--- config.mk ---
export PLATFORM = sky130hd
export DESIGN_NAME = input_buffer
export DESIGN_NICKNAME = d
export VERILOG_FILES = /design/src/rtl/sha_pkg.sv /design/src/rtl/input_buffer.sv
export SDC_FILE = /design/constraint.sdc
export NUM_CORES = 1
export LEC_CHECK = 0
export BUFFER_PORTS_ARGS = -buffer_cell sky130_fd_sc_hd__buf_4
export CORE_ASPECT_RATIO = 2
export CORE_MARGIN = 2
export CORE_UTILIZATION = 35
export CTS_CLUSTER_DIAMETER = 30
export CTS_CLUSTER_SIZE = 12
export DETAILED_ROUTE_END_ITERATION = 7
export PLACE_DENSITY = 0.68
export RECOVER_POWER = 25
export SYNTH_ARGS = -nofsm -noshare
export SYNTH_HDL_FRONTEND = slang
export SYNTH_SLANG_ARGS = --single-unit
--- constraint.sdc ---
create_clock -name clk -period 9.15 [get_ports clk]
set_input_delay 2.2875 -clock clk [delete_from_list [all_inputs] [get_ports clk]]
set_output_delay 2.2875 -clock clk [all_outputs]
set_load 0.1 [all_outputs]
--- src/rtl/sha_pkg.sv ---
// Shared definitions for the SHA block pipeline: message geometry and the
// LOAD/VALID handshake state encoding used by input_buffer, the core and output_buffer.
package sha_pkg;

  localparam int WORD_W    = 32;
  localparam int NUM_WORDS = 16;
  localparam int ADDR_W    = 5;

  localparam logic [0:0] ST_LOAD  = 1'b0;
  localparam logic [0:0] ST_VALID = 1'b1;

  // Bit offset of the least significant bit of word address a (1-based).
  function automatic int word_lsb(input int a, input int w, input int n);
    return w * (n - a);
  endfunction

endpackage

--- src/rtl/input_buffer.sv ---
// Host-facing message block buffer: collects NUM_WORDS words by address,
// then offers the assembled block to the hash core with a valid/ready handshake.
module input_buffer #(
  parameter int WORD_W    = sha_pkg::WORD_W,
  parameter int NUM_WORDS = sha_pkg::NUM_WORDS
) (
  input  logic                        clk,
  input  logic                        rst,
  input  logic                        en,
  input  logic [4:0]                  addr,
  input  logic [WORD_W-1:0]           in_var,
  input  logic                        start,
  input  logic                        clr_err,
  input  logic                        blk_ready,
  output logic                        blk_valid,
  output logic [WORD_W*NUM_WORDS-1:0] out_block,
  output logic [NUM_WORDS-1:0]        wr_mask,
  output logic                        busy,
  output logic                        err
);
  import sha_pkg::ST_LOAD;
  import sha_pkg::ST_VALID;
  import sha_pkg::word_lsb;

  // Handshake: the block transfers on the cycle where blk_valid and blk_ready
  // are both high; blk_valid never drops and out_block never changes before that.

  logic [0:0]           state;
  logic [0:0]           state_next;
  logic [WORD_W-1:0]    words [NUM_WORDS];
  logic [NUM_WORDS-1:0] wr_onehot;
  logic [NUM_WORDS-1:0] mask_next;
  logic                 in_load;
  logic                 in_valid;
  logic                 addr_ok;
  logic                 wr_hit;
  logic                 mask_full;
  logic                 take;
  logic                 xfer;
  logic                 err_set;

  assign in_load  = (state == ST_LOAD);
  assign in_valid = (state == ST_VALID);
  assign addr_ok  = (addr != 5'd0) && (int'(addr) <= NUM_WORDS);
  assign wr_hit   = in_load && en && addr_ok;

  always_comb begin
    wr_onehot = '0;
    for (int i = 0; i < NUM_WORDS; i++) begin
      if (wr_hit && (int'(addr) == i + 1)) wr_onehot[i] = 1'b1;
    end
  end

  // start sees the mask including a write landing in the same cycle.
  assign mask_next = wr_mask | wr_onehot;
  assign mask_full = &mask_next;
  assign take      = in_load && start && mask_full;
  assign xfer      = in_valid && blk_ready;

  assign err_set = (in_load && en && !addr_ok)
                || (in_load && start && !mask_full)
                || (in_valid && en);

  always_comb begin
    state_next = state;
    if (take)      state_next = ST_VALID;
    else if (xfer) state_next = ST_LOAD;
  end

  always_ff @(posedge clk) begin
    if (rst) begin
      state   <= ST_LOAD;
      wr_mask <= '0;
      err     <= 1'b0;
      for (int i = 0; i < NUM_WORDS; i++) words[i] <= '0;
    end else begin
      state <= state_next;
      for (int i = 0; i < NUM_WORDS; i++) begin
        if (wr_onehot[i]) words[i] <= in_var;
      end
      if (xfer) wr_mask <= '0;
      else      wr_mask <= mask_next;
      // A new error wins over a same-cycle clear.
      if (err_set)      err <= 1'b1;
      else if (clr_err) err <= 1'b0;
    end
  end

  always_comb begin
    out_block = '0;
    for (int i = 0; i < NUM_WORDS; i++) begin
      out_block[word_lsb(i + 1, WORD_W, NUM_WORDS) +: WORD_W] = words[i];
    end
  end

  assign blk_valid = in_valid;
  assign busy      = in_valid;

endmodule

==> impl_metrics.py <==
metrics = {
    "floorplan": {
        "rows": 118,
        "ioPinCount": 574,
        "die_area_um2": 54090,
        "core_um2": 51670,
        "start_util_pct": 35.31,
        "dieHeight_um": 326.9,
        "die_w_um": 165.5,
    },
    "setup_path": {
        "worstReg2RegStart": "blk_valid",
        "cp-end-kind": "flop",
        "cp_data_arrival_time_ps": 6140,
        "crit_family": "simple AND/OR/NAND/NOR gates",
        "r2r_end": "words[0][39]",
        "worstSetupPathType": "input port to flop",
        "cp.buffers_inverters": 1,
        "r2r_cells": 3,
        "cp_cell_sequence": "clkbuf_1, nor4_1, ha_1, nor4b_4, nand3_2, nand2b_2",
        "slowest_delay_ps": 1110,
        "startpoint_type": "input port",
        "critPathSlowestCell": "nand2b_2",
        "reg2reg_slack_ps": 5440,
        "worstPathRequired_ps": 9360,
        "critPathMaxFanout": 35,
    },
    "power_and_ir_drop": {
        "peakVddDrop_uv": 165.5,
        "intPower_w": 0.004409,
        "p_leak_nw": 8.835,
        "p_switching_w": 0.002437,
        "swShare_pct": 35.60,
        "power_frac_seq_pct": 41.9,
        "p_clk_share_pct": 36.7,
        "power_density_nw_per_um2": 281.8,
        "combPwrFrac_pct": 21.3,
    },
    "synthesis": {
        "synth_cells": 1098,
        "async_flop_share_pct": 0,
        "synth-seq-area-share_pct": 86.23,
        "yosys_warnings": 0,
        "ys_ff_latch": 530,
        "syn_area_per_cell_um2": 16.62,
        "syn_area_um2": 18250,
        "synth_cell_types": 44,
        "synth_edf_count": 512,
        "ys.flop_type": "edfxtp_1",
        "synth_nets": 1142,
    },
    "timing": {
        "rsz0062_at_grt": "no",
        "period_needed_ps": 5929,
        "tns_ps": 0,
        "hold_ws_ps": 465.7,
        "setup_viol": 0,
        "final_max_slew_viol_count": 53,
        "fin_crit_sh_pct": 64.80,
        "max_clock_freq_mhz": 168.6,
        "hold_viol_final": 0,
        "maxSlewHeadroom_pct": -75.23,
        "tightest_slew_ps": 2628,
        "skew_ps": 23.95,
    },
    "global_routing": {
        "gr-total-overflow": 0,
        "gr-usage-met1_pct": 23.98,
        "grt_max_degree": 53,
        "grt_usage_pct": 22.33,
        "antenna_found_initial": 1,
        "gr-max-usage-layer": "met2",
        "use_met3_pct": 5.558,
        "grt_pass1_wl_um": 84190,
        "grtUsageMet2_pct": 40.43,
        "grt_pass1_vias": 11880,
    },
    "worst_hold_path": {
        "min_delay_path_depth": 2,
        "min_from": "wr_mask[7]",
        "hold_class": "flop to flop",
        "min_to": "wr_mask[7]",
    },
    "final_layout": {
        "fin_area_um2": 24300,
        "drive_gt1_share_pct": 25.42,
        "areaGrowthSynthToFinish_pct": 33.15,
        "final_nets": 1721,
        "fill_cells": 4602,
    },
    "status": {
        "status": "complete, but fails checks",
        "violations": "max-capacitance violations, max-slew violations",
    },
    "flow_run": {
        "cap_violations": 1,
    },
    "place": {
        "finalWeightedCongestion": 0.8115,
        "io_buffers": 573,
        "dp_hpwl_um": 42500,
        "postPlaceCellArea_um2": 23240,
    },
    "clock_tree": {
        "cts_hold_buffers": 0,
        "cts_sinks": 530,
        "cts_tree": "built",
        "htreeDepth": 3,
        "insertion_delay_ps": 600,
        "cts_buffers": 67,
        "cts_root_buffer": "clkbuf_16",
        "clockBufferDepth": 3,
        "cts_resized": 0,
        "clkTransAtPathRegs_ps": 50,
        "postCtsSetupBuffers": 0,
    },
    "drt": {
        "first_pass_iters": 6,
        "drc": 0,
        "via_count": 11740,
        "wl_per_cell_um": 26.12,
        "drt_iter0_drc": 1169,
        "ant_nets": 0,
        "drt-total-wl_um": 62060,
        "via_per_inst": 4.940,
    },
}
[cell type report]
class,count,area (um^2),area share (%)
sequential,530,15740,64.76
timing repair buffer,588,3367,13.86
multi-input combinational,447,2101,8.646
clock buffer,76,1732,7.127
tap,660,825.8,3.399
clock inverter,31,372.9,1.535
inverter,43,161.4,0.6643
antenna,1,2.502,0.01030
[placed cells by master, fill, tap and decap left out, types with 3 or more instances in the layout]
master / netlist / routed
edfxtp_1: 512 / 512
nand2_1: 8 / 6
clkinv_4: 0 / 4
a41oi_1: 6 / 6
nand2b_1: 46 / 34
inv_1: 43 / 43
a31o_2: 3 / 3
inv_6: 0 / 8
nor2_1: 330 / 330
buf_4: 1 / 309
a21oi_1: 11 / 11
nand3_2: 1 / 3
nor2b_1: 3 / 3
nand2b_2: 0 / 12
clkbuf_16: 0 / 68
inv_8: 0 / 6
clkbuf_1: 75 / 287
dfxtp_1: 18 / 18
clkinvlp_4: 0 / 4
[metal layers]
| metal | wire (um) | vias to the layer above |
|---|---|---|
| met5 | 0 | - |
| met4 | 2726 | 0 |
| met3 | 5029 | 141 |
| met2 | 32980 | 676 |
| met1 | 21320 | 5908 |
| li1 | - | 5013 |
[worst register-to-register path, cell delays in order, from the launching register on]
cell and delay (ps):
dfxtp_1 440, nor4b_4 840, nand3_2 920, nand2b_2 1130
[through the flow]
stage | util (%) | total power (W) | instances | worst slack, ps
after floorplan | - | 0.004106 | 1098 | 3653
after global placement | 44.97 | 0.004449 | 2268 | 2956
after detailed placement | 44.97 | 0.004460 | 2268 | 2790
after CTS | 49.04 | 0.006958 | 2375 | 3421
after global routing | 47.01 | 0.007002 | 2375 | 2940
final | 47.02 | 0.006847 | 2376 | 3221
[cells in the mapped netlist (all sizes together), types with 2 or more instances]
master	count	area share (%)
nand2b	46	1.6
a41o	3	0.16
mux2	2	0.12
and4	2	0.096
and4b	2	0.11
inv	43	0.88
a31oi	2	0.069
and2	3	0.10
a21oi	11	0.30
a41oi	6	0.29
nor3	2	0.055
dfxtp	18	2.0
nand3	3	0.11
nor2	330	6.8
a31o	3	0.14
or2	2	0.069
edfxtp	512	84
nor2b	3	0.10
clkbuf	75	1.5
buf	3	0.089
nand2	8	0.16
[power by group through the flow]
stage | sequential [W] | clock [W] | combinational [W]
CTS | 0.00287 | 0.00255 | 0.00154
detailed placement | 0.00292 | 0 | 0.00154
finish | 0.00287 | 0.00251 | 0.00146
global placement | 0.00292 | 0 | 0.00153
floorplan | 0.00402 | 0 | 0.0000806
global route | 0.00288 | 0.00264 | 0.00148
[cell families (layout without fill, tap and decap cells)]
kind of cell    Yosys count  in the layout  share of synthesized area [%]
other cells               0              1                              0
flops                   530            530                          86.23
simple gates            409            409                          9.600
compound gates           34             34                          1.406
buf+inv                 121            738                          2.516
mux                       3              3                         0.1783
fa+ha+maj                 1              1                        0.06856
[state kept, by name (all words and copies together), names as in the netlist]
| signal | flops |
|---|---|
| wr_mask | 16 |
| err | 1 |
| blk_valid | 1 |
| words | 512 |
[worst max path at each step]
stage	from	endpoint	cells past startpoint
final	addr[2]	words[0][39]	6
after global routing	addr[2]	words[0][39]	6
after CTS	addr[2]	words[0][39]	6
after detailed placement	addr[2]	words[0][38]	6
after global placement	addr[2]	words[0][38]	6
after floorplan	addr[0]	words[0][160]	9
Note: power is estimated with default switching activity, not from simulation.
